## config.mk

```make
export PLATFORM = sky130hd
export DESIGN_NAME = pipe_phy_lane_responder_flat
export DESIGN_NICKNAME = d
export VERILOG_FILES = /design/src/rtl/pipe_pkg.sv /design/src/rtl/pipe_phy_lane_responder_if.sv /design/src/rtl/pipe_delay_line.sv /design/src/rtl/pipe_phy_lane_responder.sv /design/src/flat_wrapper.sv
export SDC_FILE = /design/constraint.sdc
export NUM_CORES = 1
export LEC_CHECK = 0
export BUFFER_PORTS_ARGS = -buffer_cell sky130_fd_sc_hd__buf_2
export CAP_MARGIN = 20
export CORE_MARGIN = 1
export CORE_UTILIZATION = 44
export CTS_CLUSTER_DIAMETER = 150
export CTS_CLUSTER_SIZE = 40
export DETAILED_ROUTE_END_ITERATION = 8
export PLACE_DENSITY = 0.73
export SLEW_MARGIN = 10
export SYNTH_ARGS = -nofsm -noshare
export SYNTH_HDL_FRONTEND = slang
export SYNTH_SLANG_ARGS = --single-unit
```

## constraint.sdc

```tcl
create_clock -name clk_clk -period 4 [get_ports clk_clk]
set_input_delay 0.8 -clock clk_clk [delete_from_list [all_inputs] [get_ports clk_clk]]
set_output_delay 0.8 -clock clk_clk [all_outputs]
set_load 0.01 [all_outputs]
```

## src/rtl/pipe_pkg.sv

```systemverilog
// rtl/pipe_pkg.sv - PIPE lane encodings, FSM states and counter helper
package pipe_pkg;

   localparam logic [1:0] PD_P0  = 2'b00;
   localparam logic [1:0] PD_P0S = 2'b01;
   localparam logic [1:0] PD_P1  = 2'b10;
   localparam logic [1:0] PD_P2  = 2'b11;

   localparam logic [2:0] RXSTAT_OK  = 3'b000;
   localparam logic [2:0] RXSTAT_DET = 3'b011;

   localparam int CNT_W = 16;
   typedef logic [CNT_W-1:0] cnt_t;

   typedef enum logic [2:0] {
      RST_WAIT,
      IDLE,
      RATE,
      PD,
      RXDET
   } state_t;

   // Latency counters count down to zero, so an N-cycle wait loads N-1.
   function automatic cnt_t cnt_load(input int n);
      return cnt_t'(n - 1);
   endfunction

endpackage

```

## src/rtl/pipe_phy_lane_responder_if.sv

```systemverilog
// rtl/pipe_phy_lane_responder_if.sv - PIPE lane signal bundle between MAC and PHY
interface pipe_phy_lane_responder_if #(
   parameter int DATA_W = 32,
   parameter int K_W    = 4
);
   logic [1:0]        pipe_powerdown;
   logic [1:0]        pipe_rate;
   logic              pipe_txdetectrx;
   logic              pipe_txelecidle;
   logic [DATA_W-1:0] pipe_txdata;
   logic [K_W-1:0]    pipe_txdatak;
   logic              pipe_phystatus;
   logic [2:0]        pipe_rxstatus;
   logic [DATA_W-1:0] pipe_rxdata;
   logic [K_W-1:0]    pipe_rxdatak;
   logic              pipe_rxvalid;
   logic              pipe_rxelecidle;

   modport master (
      output pipe_powerdown, pipe_rate, pipe_txdetectrx, pipe_txelecidle,
             pipe_txdata, pipe_txdatak,
      input  pipe_phystatus, pipe_rxstatus, pipe_rxdata, pipe_rxdatak,
             pipe_rxvalid, pipe_rxelecidle
   );

   modport slave (
      input  pipe_powerdown, pipe_rate, pipe_txdetectrx, pipe_txelecidle,
             pipe_txdata, pipe_txdatak,
      output pipe_phystatus, pipe_rxstatus, pipe_rxdata, pipe_rxdatak,
             pipe_rxvalid, pipe_rxelecidle
   );
endinterface

```

## src/rtl/pipe_delay_line.sv

```systemverilog
// rtl/pipe_delay_line.sv - fixed-depth shift register with synchronous clear
module pipe_delay_line #(
   parameter int W     = 8,
   parameter int DEPTH = 2
) (
   input  logic         clk,
   input  logic         resetn,
   input  logic [W-1:0] din,
   output logic [W-1:0] dout
);
   logic [W-1:0] stage [DEPTH];

   always_ff @(posedge clk) begin
      if (!resetn) begin
         for (int i = 0; i < DEPTH; i++) stage[i] <= '0;
      end else begin
         stage[0] <= din;
         for (int i = 1; i < DEPTH; i++) stage[i] <= stage[i-1];
      end
   end

   assign dout = stage[DEPTH-1];
endmodule

```

## src/rtl/pipe_phy_lane_responder.sv

```systemverilog
// rtl/pipe_phy_lane_responder.sv - PIPE lane PHY model: PhyStatus handshakes and TX->RX loopback
module pipe_phy_lane_responder
   import pipe_pkg::*;
#(
   parameter int DATA_W       = 32,
   parameter int K_W          = 4,
   parameter int RST_CYCLES   = 8,
   parameter int RXDET_CYCLES = 16,
   parameter int RATE_CYCLES  = 8,
   parameter int PD_CYCLES    = 2,
   parameter int LOOP_LAT     = 2,
   parameter bit RX_PRESENT   = 1'b1
) (
   input  logic                      clk_clk,
   input  logic                      reset_reset_n,
   pipe_phy_lane_responder_if.slave  pipe,
   output logic                      busy
);
   localparam int LW = 1 + K_W + DATA_W;

   state_t     state, state_n;
   cnt_t       cnt, cnt_n;
   logic [1:0] pd_q, pd_n, rate_q, rate_n;
   logic [1:0] pd_tgt, pd_tgt_n, rate_tgt, rate_tgt_n;
   logic       det_armed, det_armed_n;
   logic       done;
   logic       v;
   logic [LW-1:0] loop_in, loop_out;

   always_ff @(posedge clk_clk) begin
      if (!reset_reset_n) begin
         state     <= RST_WAIT;
         cnt       <= cnt_load(RST_CYCLES);
         pd_q      <= PD_P1;
         rate_q    <= 2'b00;
         pd_tgt    <= PD_P1;
         rate_tgt  <= 2'b00;
         det_armed <= 1'b1;
      end else begin
         state     <= state_n;
         cnt       <= cnt_n;
         pd_q      <= pd_n;
         rate_q    <= rate_n;
         pd_tgt    <= pd_tgt_n;
         rate_tgt  <= rate_tgt_n;
         det_armed <= det_armed_n;
      end
   end

   always_comb begin
      state_n     = state;
      cnt_n       = cnt;
      pd_n        = pd_q;
      rate_n      = rate_q;
      pd_tgt_n    = pd_tgt;
      rate_tgt_n  = rate_tgt;
      det_armed_n = det_armed | ~pipe.pipe_txdetectrx;
      done        = (cnt == '0);
      case (state)
         RST_WAIT: begin
            if (done) begin
               state_n = IDLE;
               pd_n    = pipe.pipe_powerdown;
               rate_n  = pipe.pipe_rate;
            end else begin
               cnt_n = cnt - cnt_t'(1);
            end
         end
         IDLE: begin
            // Requests that changed while busy are picked up here on return.
            if (pipe.pipe_rate != rate_q) begin
               state_n    = RATE;
               cnt_n      = cnt_load(RATE_CYCLES);
               rate_tgt_n = pipe.pipe_rate;
            end else if (pipe.pipe_powerdown != pd_q) begin
               state_n  = PD;
               cnt_n    = cnt_load(PD_CYCLES);
               pd_tgt_n = pipe.pipe_powerdown;
            end else if (pipe.pipe_txdetectrx && det_armed && pd_q == PD_P1) begin
               state_n = RXDET;
               cnt_n   = cnt_load(RXDET_CYCLES);
            end
         end
         RATE: begin
            if (done) begin
               state_n = IDLE;
               rate_n  = rate_tgt;
            end else begin
               cnt_n = cnt - cnt_t'(1);
            end
         end
         PD: begin
            if (done) begin
               state_n = IDLE;
               pd_n    = pd_tgt;
            end else begin
               cnt_n = cnt - cnt_t'(1);
            end
         end
         RXDET: begin
            if (done) begin
               state_n     = IDLE;
               det_armed_n = 1'b0;
            end else begin
               cnt_n = cnt - cnt_t'(1);
            end
         end
         default: state_n = RST_WAIT;
      endcase
   end

   assign pipe.pipe_phystatus = (state == RST_WAIT) ||
                                ((state inside {RATE, PD, RXDET}) && done);
   assign pipe.pipe_rxstatus  = (state == RXDET && done && RX_PRESENT) ? RXSTAT_DET : RXSTAT_OK;
   assign busy                = (state != IDLE);

   // Invalid words enter as zeros so leaving IDLE/P0 flushes the pipe behind the last valid word.
   assign v       = (state == IDLE) && (pd_q == PD_P0) && !pipe.pipe_txelecidle;
   assign loop_in = v ? {1'b1, pipe.pipe_txdatak, pipe.pipe_txdata} : '0;

   pipe_delay_line #(.W(LW), .DEPTH(LOOP_LAT)) u_loop (
      .clk    (clk_clk),
      .resetn (reset_reset_n),
      .din    (loop_in),
      .dout   (loop_out)
   );

   assign pipe.pipe_rxvalid    = loop_out[LW-1] && (state != RATE);
   assign pipe.pipe_rxelecidle = ~loop_out[LW-1];
   assign pipe.pipe_rxdatak    = loop_out[DATA_W +: K_W];
   assign pipe.pipe_rxdata     = loop_out[DATA_W-1:0];
endmodule

```

## src/flat_wrapper.sv

```systemverilog
// flat-port wrapper written by rule: the top's interface ports become plain ports
module pipe_phy_lane_responder_flat import pipe_pkg::*;
#(
   parameter int DATA_W       = 32,
   parameter int K_W          = 4,
   parameter int RST_CYCLES   = 8,
   parameter int RXDET_CYCLES = 16,
   parameter int RATE_CYCLES  = 8,
   parameter int PD_CYCLES    = 2,
   parameter int LOOP_LAT     = 2,
   parameter bit RX_PRESENT   = 1'b1
)
  (clk_clk, reset_reset_n, busy, pipe_pipe_powerdown, pipe_pipe_rate, pipe_pipe_txdetectrx, pipe_pipe_txelecidle, pipe_pipe_txdata, pipe_pipe_txdatak, pipe_pipe_phystatus, pipe_pipe_rxstatus, pipe_pipe_rxdata, pipe_pipe_rxdatak, pipe_pipe_rxvalid, pipe_pipe_rxelecidle);
  pipe_phy_lane_responder_if #(.DATA_W(DATA_W), .K_W(K_W)) pipe_i ();
  input  logic clk_clk;
  input  logic reset_reset_n;
  output logic busy;
  input wire logic [$bits(pipe_i.pipe_powerdown)-1:0] pipe_pipe_powerdown;
  input wire logic [$bits(pipe_i.pipe_rate)-1:0] pipe_pipe_rate;
  input wire logic [$bits(pipe_i.pipe_txdetectrx)-1:0] pipe_pipe_txdetectrx;
  input wire logic [$bits(pipe_i.pipe_txelecidle)-1:0] pipe_pipe_txelecidle;
  input wire logic [$bits(pipe_i.pipe_txdata)-1:0] pipe_pipe_txdata;
  input wire logic [$bits(pipe_i.pipe_txdatak)-1:0] pipe_pipe_txdatak;
  output wire logic [$bits(pipe_i.pipe_phystatus)-1:0] pipe_pipe_phystatus;
  output wire logic [$bits(pipe_i.pipe_rxstatus)-1:0] pipe_pipe_rxstatus;
  output wire logic [$bits(pipe_i.pipe_rxdata)-1:0] pipe_pipe_rxdata;
  output wire logic [$bits(pipe_i.pipe_rxdatak)-1:0] pipe_pipe_rxdatak;
  output wire logic [$bits(pipe_i.pipe_rxvalid)-1:0] pipe_pipe_rxvalid;
  output wire logic [$bits(pipe_i.pipe_rxelecidle)-1:0] pipe_pipe_rxelecidle;
  assign pipe_i.pipe_powerdown = pipe_pipe_powerdown;
  assign pipe_i.pipe_rate = pipe_pipe_rate;
  assign pipe_i.pipe_txdetectrx = pipe_pipe_txdetectrx;
  assign pipe_i.pipe_txelecidle = pipe_pipe_txelecidle;
  assign pipe_i.pipe_txdata = pipe_pipe_txdata;
  assign pipe_i.pipe_txdatak = pipe_pipe_txdatak;
  assign pipe_pipe_phystatus = pipe_i.pipe_phystatus;
  assign pipe_pipe_rxstatus = pipe_i.pipe_rxstatus;
  assign pipe_pipe_rxdata = pipe_i.pipe_rxdata;
  assign pipe_pipe_rxdatak = pipe_i.pipe_rxdatak;
  assign pipe_pipe_rxvalid = pipe_i.pipe_rxvalid;
  assign pipe_pipe_rxelecidle = pipe_i.pipe_rxelecidle;
  pipe_phy_lane_responder #(.DATA_W(DATA_W), .K_W(K_W), .RST_CYCLES(RST_CYCLES), .RXDET_CYCLES(RXDET_CYCLES), .RATE_CYCLES(RATE_CYCLES), .PD_CYCLES(PD_CYCLES), .LOOP_LAT(LOOP_LAT), .RX_PRESENT(RX_PRESENT)) u_core (.clk_clk(clk_clk), .reset_reset_n(reset_reset_n), .pipe(pipe_i), .busy(busy));
endmodule
```

==> flow_summary.json, run 1 <==
{
  "status": "finished clean",
  "max_freq_mhz": 330,
  "clk_path_buf_depth": 2,
  "synth_cells": 384,
  "fin_total_pwr_mw": 2.08,
  "die_w_um": 96.3,
  "ant_nets": 0,
  "postCtsHoldBufs": 0,
  "ys_ff_latch": 102,
  "cts_root_buf": "clkbuf_8",
  "power_density_nw_per_um2": 475,
  "cp-start-kind": "flip-flop",
  "p_leak_nw": 1.94,
  "worst_ir_drop_vdd_v": 0.000233,
  "crit_path_max_fanout": 9,
  "wl_um": 6990,
  "io-pin-count": 87,
  "grt_max_degree": 46,
  "gr-total-overflow": 0,
  "yosys_warnings": 0,
  "hold_path.class": "flip-flop to flip-flop",
  "track_usage_pct": 16.6,
  "synth_commonest_cells": "dfxtp_1, and2_1, buf_4",
  "period_minus_slack_ns": 3.03,
  "yosys-top-cells-area": "dfxtp_1, and2_1, buf_4",
  "synth-edff-count": 0,
  "wl_per_cell_um": 12.9,
  "num_vias": 2675,
  "relSlewSlack_pct": 38.9,
  "cts_tree": "done",
  "first_global_vias": 2538,
  "final_layout_size_suffix_gt1_share_pct": 27.6,
  "core_sq_um": 8680,
  "grt_antenna_before_repair": 0,
  "row_count": 34,
  "antenna_cells": 0,
  "synth.most_common_cell": "dfxtp_1",
  "cts_resized": 0,
  "skew_ns": 0.0113,
  "finalCritPeriodShare_pct": 75.7,
  "clkLatencyLatePin_ns": 0.37,
  "path_class": "flip-flop to output port",
  "finalNetCount": 475,
  "grt_pass1_wl_um": 11500,
  "first_pass_iters": 4,
  "clkSinkCount": 102,
  "dieHeight_um": 96.3,
  "drt-initial-drc-count": 139,
  "path_clk_slew_ns": 0.10,
  "synth_top_area_share_pct": 52.1,
  "yosys.area.top_type": "dfxtp_1",
  "post_cts_buffers": 0,
  "netlist_area_sq_um": 3920,
  "synth_nets": 429,
  "grt_setup_unrepaired": "false",
  "postSynthAreaPerCell_sq_um": 10.2,
  "end_kind": "output port",
  "slew_violations": 0,
  "viasPerCell": 4.93,
  "drcViolationCount": 0,
  "cp.arrival_ns": 2.23,
  "initial_core_util_pct": 45.1,
  "required_ns": 3.20,
  "ys_seq_area_share_pct": 52.1,
  "area_growth_pct": 11.8,
  "port_buffers": 85,
  "numCtsBuffers": 9,
  "hold_slack_ns": 0.436,
  "hold_viol": 0,
  "ys.flop_type": "dfxtp_1",
  "synth.distinct_cells": 49,
  "setup-violations-final": 0,
  "gp_congestion": 0.782,
  "synth_async_sr_flop_share_pct": 0,
  "n_fill_cell": 815,
  "ctsHtreeMaxLevel": 3,
  "cap_violations": 0,
  "fp.dieArea_sq_um": 9280,
  "hpwl_um": 4770,
  "setup_tns_ns": 0,
  "worstMarginPinSlew_ns": 0.916
}
through the flow:
stage                     instance area, sq um  utilization [%]  cells  setup WS [ns]
after detailed placement                  4140             47.7    527           1.36
after CTS                                 4380             50.4    543          0.940
final                                     4380             50.4    543          0.972
after floorplan                           3920                -    384           1.55
after global routing                      4380             50.4    543          0.780
after global placement                    4140             47.7    527           1.49
layer usage:
| metal | track usage, % | share of wire, % | up-vias |
|---|---|---|---|
| met4 | 8.33 | 1.4 | 0 |
| li1 | - | - | 1360 |
| met3 | 4.74 | 7.7 | 9 |
| met5 | 0 | 0 | - |
| met2 | 27.4 | 46 | 91 |
| met1 | 19.7 | 45 | 1215 |
state kept, by name (all words and copies together) (netlist names):
name and count:
u_core.rate_q 2, u_core.state 3, u_core.rate_tgt 2, u_core.pd_tgt 2, u_core.pd_q 2, u_core.u_loop.stage 74, u_core.cnt 16, u_core.det_armed 1
layout make-up:
class / instances / area [sq um] / share of cell area [%]
sequential: 102 / 2040 / 46.7
clock inverter: 6 / 103 / 2.34
inverter: 6 / 22.5 / 0.515
multi-input combinational: 223 / 1490 / 34.0
clock buffer: 10 / 138 / 3.14
tap: 108 / 135 / 3.09
timing repair buffer: 88 / 448 / 10.2
cells in the final DEF, fill, tap and decap left out, types with 3 or more instances in the layout:
cell and n:
dfxtp_1 102, and2_1 75, a211oi_1 4, nand2b_1 3, mux2i_1 8, o31ai_1 11, buf_2 85, or4_1 12
buf_4 3, mux2_2 3, a21oi_1 14, inv_1 5, nor3_1 7, nor4_1 3, nand3b_1 4, o21ai_1 5
nand2_1 14, clkbuf_8 10, nand3_1 11, nor2_1 11, xor2_1 4
kinds of logic after synthesis:
| kind of cell | synth area share, % |
|---|---|
| flops | 52.1 |
| compound gates | 7.73 |
| simple gates | 25.6 |
| mux | 2.91 |
| buf+inv | 9.84 |
| fa+ha+maj | 0.319 |
| xor+xnor | 1.34 |
| other cells | 0.0958 |
worst paths after layout:
| kind | startpoint | end | slack, ns | depth (start not counted) |
|---|---|---|---|---|
| worst max register to register | u_core.cnt[0]$_SDFFE_PN1P_ | u_core.cnt[5]$_SDFFE_PN0P_ | 1.43 | 7 |
| worst min-delay path | u_core.u_loop.stage[0][8]$_SDFF_PN0_ | u_core.u_loop.stage[0][45]$_SDFF_PN0_ | 0.44 | 1 |
| worst min register to register | u_core.u_loop.stage[0][8]$_SDFF_PN0_ | u_core.u_loop.stage[0][45]$_SDFF_PN0_ | 0.44 | 1 |
| worst max-delay path | u_core.cnt[0]$_SDFFE_PN1P_ | pipe_pipe_rxstatus[0] | 0.97 | 7 |
critical path, cell delays in order (launching register included):
cell	delay, ns
dfxtp_1	0.35
inv_1	0.09
ha_1	0.18
nor3b_2	0.46
nand4_4	0.24
nor3_1	0.22
and2_1	0.19
buf_2	0.14
report_power, final:
part	internal [mW]	switching, mW	leakage, nW
Sequential	1.04	0.0442	0.822
Combinational	0.105	0.150	0.998
Clock	0.380	0.357	0.120
No activity file was read; power rests on OpenSTA's default activity.
==> inputs of run 2 (changes only) <==
--- a/config.mk
+++ b/config.mk
@@ -5,6 +5,7 @@
 export SDC_FILE = /design/constraint.sdc
 export NUM_CORES = 1
 export LEC_CHECK = 0
+export ABC_AREA = 1
 export BUFFER_PORTS_ARGS = -buffer_cell sky130_fd_sc_hd__buf_2
 export CAP_MARGIN = 20
 export CORE_MARGIN = 1
@@ -12,7 +13,7 @@
 export CTS_CLUSTER_DIAMETER = 150
 export CTS_CLUSTER_SIZE = 40
 export DETAILED_ROUTE_END_ITERATION = 8
-export PLACE_DENSITY = 0.73
+export PLACE_DENSITY = 0.72
 export SLEW_MARGIN = 10
 export SYNTH_ARGS = -nofsm -noshare
 export SYNTH_HDL_FRONTEND = slang
==> constraint.sdc (replaced) <==
create_clock -name clk_clk -period 3.1 [get_ports clk_clk]
set_input_delay 0.62 -clock clk_clk [delete_from_list [all_inputs] [get_ports clk_clk]]
set_output_delay 0.62 -clock clk_clk [all_outputs]
set_load 0.01 [all_outputs]
==> flow_summary.json, run 2 <==
{
  "status": "finished clean",
  "synth-edff-count": 0,
  "row_count": 35,
  "grt_pass1_wl_um": 13100,
  "power_density_nw_per_um2": 631,
  "layout_commonest_cell": "nand2_1",
  "regMostFlops": "u_core.u_loop.stage",
  "path_class": "flip-flop to output port",
  "skew_ns": 0.00912,
  "first_global_vias": 3019,
  "synth_top_area_share_pct": 47.8,
  "dieHeight_um": 101,
  "synth_xor_xnor_area_share_pct": 0.820,
  "clkLatencyLatePin_ns": 0.36,
  "cts_root_buf": "clkbuf_8",
  "netlist_area_sq_um": 4270,
  "relSlewSlack_pct": 61.9,
  "gp_congestion": 0.832,
  "num_vias": 3253,
  "hpwl_um": 5530,
  "grt_antenna_before_repair": 0,
  "clkSinkCount": 102,
  "final_layout_size_suffix_gt1_share_pct": 22.3,
  "synth_top_family_by_area": "simple AND/OR/NAND/NOR gates",
  "cp_num_buf_inv": 2,
  "cp-start-kind": "flip-flop",
  "synth.most_common_cell": "nand2_1",
  "crit_path_max_fanout": 6,
  "path_clk_slew_ns": 0.10,
  "crit_path_cell_trace": "inv_1, ha_1, nand3_1, nor3_2, and3_1, buf_2",
  "track_usage_pct": 16.4,
  "die_w_um": 101,
  "synth.distinct_cells": 33,
  "gr-total-overflow": 0,
  "wl_um": 7770,
  "synth-compound-area-share_pct": 5.27,
  "reg_top3": "u_core.u_loop.stage (74), u_core.cnt (16), u_core.state (3)",
  "max_freq_mhz": 386,
  "period_minus_slack_ns": 2.59,
  "min_from": "u_core.u_loop.stage[0][12]$_SDFF_PN0_",
  "synth_nets": 613,
  "numCtsBuffers": 9,
  "timing.rr.start": "u_core.cnt[0]$_SDFFE_PN1P_",
  "required_ns": 2.48,
  "grt_setup_unrepaired": "false",
  "cts_resized": 0,
  "port_buffers": 85,
  "ant_nets": 0,
  "finalCritPeriodShare_pct": 83.6,
  "cts_tree": "done",
  "ctsHtreeMaxLevel": 3,
  "postCtsHoldBufs": 0,
  "cpPeakStageDelay_ns": 0.33,
  "area_growth_pct": 9.37,
  "drt-initial-drc-count": 222,
  "yosys.area.top_type": "dfxtp_1",
  "antenna_cells": 0,
  "postSynthAreaPerCell_sq_um": 7.52,
  "yosys.area_share.simple_pct": 26.9,
  "yosys-mux-area-fraction_pct": 0,
  "r2r_slack_ns": 1.33,
  "initial_core_util_pct": 45.8,
  "worstMarginPinSlew_ns": 0.571,
  "hold_path.class": "flip-flop to flip-flop",
  "wl_per_cell_um": 10.4,
  "worstHoldEndpoint": "u_core.u_loop.stage[0][49]$_SDFF_PN0_",
  "synth_async_sr_flop_share_pct": 0,
  "grt_max_degree": 52,
  "fp.dieArea_sq_um": 10100,
  "final_cell_mix": "nand2_1, inv_1, dfxtp_1, buf_2, nor2_1",
  "setup_tns_ns": 0,
  "io-pin-count": 87,
  "cp.arrival_ns": 1.97,
  "post_cts_buffers": 0,
  "synth_commonest_cells": "nand2_1, inv_1, dfxtp_1",
  "crit_slowest_cell": "dfxtp_1",
  "ys_seq_area_share_pct": 47.8,
  "hold_depth": 2,
  "core_sq_um": 9330,
  "viasPerCell": 4.35,
  "yosys-top-cells-area": "dfxtp_1, nand2_1, inv_1",
  "end_kind": "output port",
  "r2r_end": "u_core.cnt[3]$_SDFFE_PN0P_",
  "ys_ff_latch": 102,
  "rr_worst_depth": 10,
  "first_pass_iters": 5,
  "ys.flop_type": "dfxtp_1",
  "slew_violations": 0,
  "p_leak_nw": 2.67,
  "yosys_warnings": 0,
  "finalNetCount": 658,
  "fin_total_pwr_mw": 2.95,
  "clk_path_buf_depth": 2,
  "cp_top_family": "simple AND/OR/NAND/NOR gates",
  "worst_ir_drop_vdd_v": 0.000365,
  "cap_violations": 0,
  "largest_reg_flops": 74,
  "synth_cells": 568,
  "setup-violations-final": 0,
  "hold_viol": 0,
  "synthAdderAreaFrac_pct": 0.293,
  "drcViolationCount": 0
}
## run 2: worst max-delay path by stage
stage	slack [ns]	to	cells past startpoint	startpoint
floorplan	1.05	pipe_pipe_rxstatus[1]	6	u_core.cnt[0]$_SDFFE_PN1P_
global placement	0.98	pipe_pipe_rxstatus[0]	6	u_core.cnt[0]$_SDFFE_PN1P_
detailed placement	0.90	pipe_pipe_rxstatus[1]	6	u_core.cnt[0]$_SDFFE_PN1P_
CTS	0.50	pipe_pipe_rxstatus[1]	6	u_core.cnt[0]$_SDFFE_PN1P_
global route	0.33	pipe_pipe_rxstatus[1]	6	u_core.cnt[0]$_SDFFE_PN1P_
finish	0.51	pipe_pipe_rxstatus[1]	6	u_core.cnt[0]$_SDFFE_PN1P_
## run 2: cell type report
type / count / area, sq um
inverters: 113 / 424
clock buffers: 12 / 145
fillers: 889 / 4650
flip-flops and latches: 102 / 2040
well taps: 129 / 161
multi-input cells: 300 / 1430
clock inverters: 4 / 36.3
repair buffers: 87 / 440
## run 2: metal layers
metal | vias to the layer above | global-route usage [%] | routed length [um]
met5 | - | 0 | 0
met1 | 1448 | 18.6 | 3280
li1 | 1719 | - | -
met2 | 70 | 28.5 | 3880
met3 | 16 | 5.13 | 482
met4 | 0 | 7.02 | 136
## run 2: through the flow
step | worst slack, ns | instances | area, sq um | hold WS (ns) | util, %
6_report | 0.509 | 747 | 4670 | 0.412 | 50.1
5_1_grt | 0.327 | 747 | 4670 | 0.428 | 50.1
4_1_cts | 0.495 | 747 | 4670 | 0.411 | 50.1
3_5_place_dp | 0.903 | 731 | 4490 | 0.396 | 48.2
3_3_place_gp | 0.981 | 731 | 4490 | 0.391 | 48.2
2_1_floorplan | 1.05 | 568 | 4270 | 0.390 | -
## run 2: report_power, final
part           switching (mW)  internal (mW)  total (mW)
Sequential             0.0747           1.37        1.44
Combinational           0.480          0.240       0.719
Clock                   0.459          0.327       0.786
Total                    1.01           1.93        2.95
## run 2: tightest hold or removal path, delay by kind of cell (launching register included)
family | cells | cell delay (ns)
flops | 1 | 0.31
buf+inv | 1 | 0.04
simple gates | 1 | 0.04
## run 2: kinds of logic after synthesis
logic type | Yosys count
xor gates and xnor gates | 4
adders and majority gates | 1
other | 1
DFF | 102
AOI/OAI and AO/OA | 37
and+or+nand+nor | 257
buffers and inverters | 166
==> inputs of run 3 (changes only) <==
--- a/config.mk
+++ b/config.mk
@@ -5,7 +5,7 @@
 export SDC_FILE = /design/constraint.sdc
 export NUM_CORES = 1
 export LEC_CHECK = 0
-export ABC_AREA = 1
+export ABC_AREA = 0
 export BUFFER_PORTS_ARGS = -buffer_cell sky130_fd_sc_hd__buf_2
 export CAP_MARGIN = 20
 export CORE_MARGIN = 1
@@ -13,7 +13,7 @@
 export CTS_CLUSTER_DIAMETER = 150
 export CTS_CLUSTER_SIZE = 40
 export DETAILED_ROUTE_END_ITERATION = 8
-export PLACE_DENSITY = 0.72
+export PLACE_DENSITY = 0.73
 export SLEW_MARGIN = 10
 export SYNTH_ARGS = -nofsm -noshare
 export SYNTH_HDL_FRONTEND = slang
==> constraint.sdc (replaced) <==
create_clock -name clk_clk -period 2.5 [get_ports clk_clk]
set_input_delay 0.5 -clock clk_clk [delete_from_list [all_inputs] [get_ports clk_clk]]
set_output_delay 0.5 -clock clk_clk [all_outputs]
set_load 0.01 [all_outputs]
==> flow_summary.json, run 3 (synthesized netlist as in run 1, its figures left out) <==
{
  "status": "finished clean",
  "switching_power_uw": 907,
  "n_fill_cell": 808,
  "dr_wl_met3_um": 476,
  "io-pin-count": 87,
  "placed_area_sq_um": 4220,
  "hold_slack_ns": 0.325,
  "netSwitchingFraction_pct": 28.4,
  "initial_core_util_pct": 45.1,
  "pre_cts_slack_ns": 0.372,
  "p_leak_nw": 2.00,
  "skew_ns": 0.0171,
  "largest_reg_flops": 74,
  "period_minus_slack_ns": 2.39,
  "drt-initial-drc-count": 118,
  "core_sq_um": 8680,
  "clkPwrFrac_pct": 30.7,
  "row_count": 34,
  "cap_violations": 0,
  "cp-start-kind": "flip-flop",
  "met2_length_um": 3470,
  "clkSinkCount": 102,
  "relSlewSlack_pct": 63.4,
  "end_kind": "output port",
  "reg_top3": "u_core.u_loop.stage (74), u_core.cnt (16), u_core.state (3)",
  "drcViolationCount": 0,
  "wl_per_cell_um": 13.2,
  "path_class": "flip-flop to output port",
  "hold_path.class": "input pin to flip-flop",
  "internal-power_mw": 2.29,
  "crit_path_cell_trace": "inv_1, ha_1, nor3b_4, nand4_4, a211oi_2, or2_1, buf_2",
  "fin_total_pwr_mw": 3.19,
  "worst_ir_drop_vdd_v": 0.000354,
  "power_density_nw_per_um2": 714,
  "p_seq_share_pct": 53.9,
  "port_buffers": 85,
  "path_clk_slew_ns": 0.10,
  "crit_slowest_cell": "dfxtp_1",
  "crit_path_max_fanout": 5,
  "clk_path_buf_depth": 2,
  "final_layout_size_suffix_gt1_share_pct": 30.8,
  "first_pass_iters": 5,
  "die_w_um": 96.3,
  "pwr-share-comb_pct": 15.4,
  "antenna_cells": 0,
  "grt_max_degree": 46,
  "final_cell_mix": "dfxtp_1, buf_2, and2_1, buf_4",
  "hpwl_um": 5080,
  "layout_commonest_cell": "dfxtp_1",
  "gp_congestion": 0.791,
  "cts_root_buf": "clkbuf_8",
  "fin_ws_ns": 0.109,
  "multi_input_area_sq_um": 1510,
  "gr-total-overflow": 0,
  "required_ns": 2.00,
  "clkLatencyLatePin_ns": 0.37,
  "wl_met1_um": 3280,
  "track_usage_pct": 16.7,
  "first_global_vias": 2640,
  "final_cell_area_sq_um": 4470,
  "dr.max_layer_used": "met4",
  "grt_antenna_before_repair": 0,
  "wl_um": 7360,
  "grt_pass1_wl_um": 11700,
  "regMostFlops": "u_core.u_loop.stage",
  "slew_violations": 0,
  "viasPerCell": 4.95,
  "numCtsBuffers": 9,
  "finalNetCount": 491,
  "fp.dieArea_sq_um": 9280,
  "final-seq-area_sq_um": 2040,
  "postCtsHoldBufs": 0,
  "ant_nets": 0,
  "final_core_util_pct": 51.5,
  "cp.arrival_ns": 1.89,
  "worstMarginPinSlew_ns": 0.544,
  "cts_tree": "done",
  "ctsHtreeMaxLevel": 3,
  "area_growth_pct": 14.1,
  "finalCritPeriodShare_pct": 95.7,
  "num_vias": 2766,
  "max_freq_mhz": 418,
  "dieHeight_um": 96.3,
  "setup-violations-final": 0,
  "hold_viol": 0,
  "cpPeakStageDelay_ns": 0.35
}
[run 3: power by group through the flow]
stage               logic (mW)  registers [mW]  clock network, mW
detailed placement       0.476            1.75                  0
floorplan                0.334            1.74                  0
global route             0.540            1.73               1.08
CTS                      0.481            1.72               1.02
finish                   0.493            1.72              0.979
global placement         0.465            1.75                  0
[run 3: area by class of cell]
| type | instances | area share, % |
|---|---|---|
| clock inverter | 6 | 1.23 |
| tap | 108 | 3.02 |
| multi-input combinational | 223 | 33.7 |
| inverter | 6 | 0.504 |
| sequential | 102 | 45.7 |
| timing repair buffer | 104 | 12.7 |
| clock buffer | 10 | 3.08 |
[run 3: final timing paths]
path / start / end / slack (ns) / cells after the start
setup / recovery: u_core.cnt[0]$_SDFFE_PN1P_ / pipe_pipe_phystatus / 0.11 / 7
hold / removal: pipe_pipe_txdata[13] / u_core.u_loop.stage[0][13]$_SDFF_PN0_ / 0.33 / 2
setup reg to reg: u_core.cnt[0]$_SDFFE_PN1P_ / u_core.cnt[12]$_SDFFE_PN0P_ / 0.22 / 10
hold reg to reg: u_core.u_loop.stage[0][7]$_SDFF_PN0_ / u_core.u_loop.stage[0][44]$_SDFF_PN0_ / 0.43 / 1
[run 3: critical path: cells and delay by family, from the launching register on]
family	cells	cell delay, ns
AO/OA/AOI/OAI	1	0.24
buffers and inverters	2	0.21
flip-flops	1	0.35
AND/OR/NAND/NOR	3	0.53
adder cells (fa/ha/maj)	1	0.20
[run 3: timing repair]
item | 4_1_cts | 5_1_grt
buffers inserted | 0 | 5
endpoints found under the setup margin | 2 | 3
pin swaps | 1 | 1
gates resized for setup | 2 | 2
endpoints found under the hold margin | 0 | 0
[run 3: through the flow]
| stage | TNS, ns | instances |
|---|---|---|
| after global placement | 0 | 538 |
| final | 0 | 559 |
| after CTS | 0 | 554 |
| after global routing | -0.0227 | 559 |
| after detailed placement | 0 | 538 |
| after floorplan | 0 | 384 |
[run 3: layer usage]
layer | up-vias | global-route usage [%]
met5 | - | 0
met4 | 0 | 5.15
met3 | 10 | 5.69
met2 | 85 | 29.0
met1 | 1282 | 19.3
li1 | 1389 | -
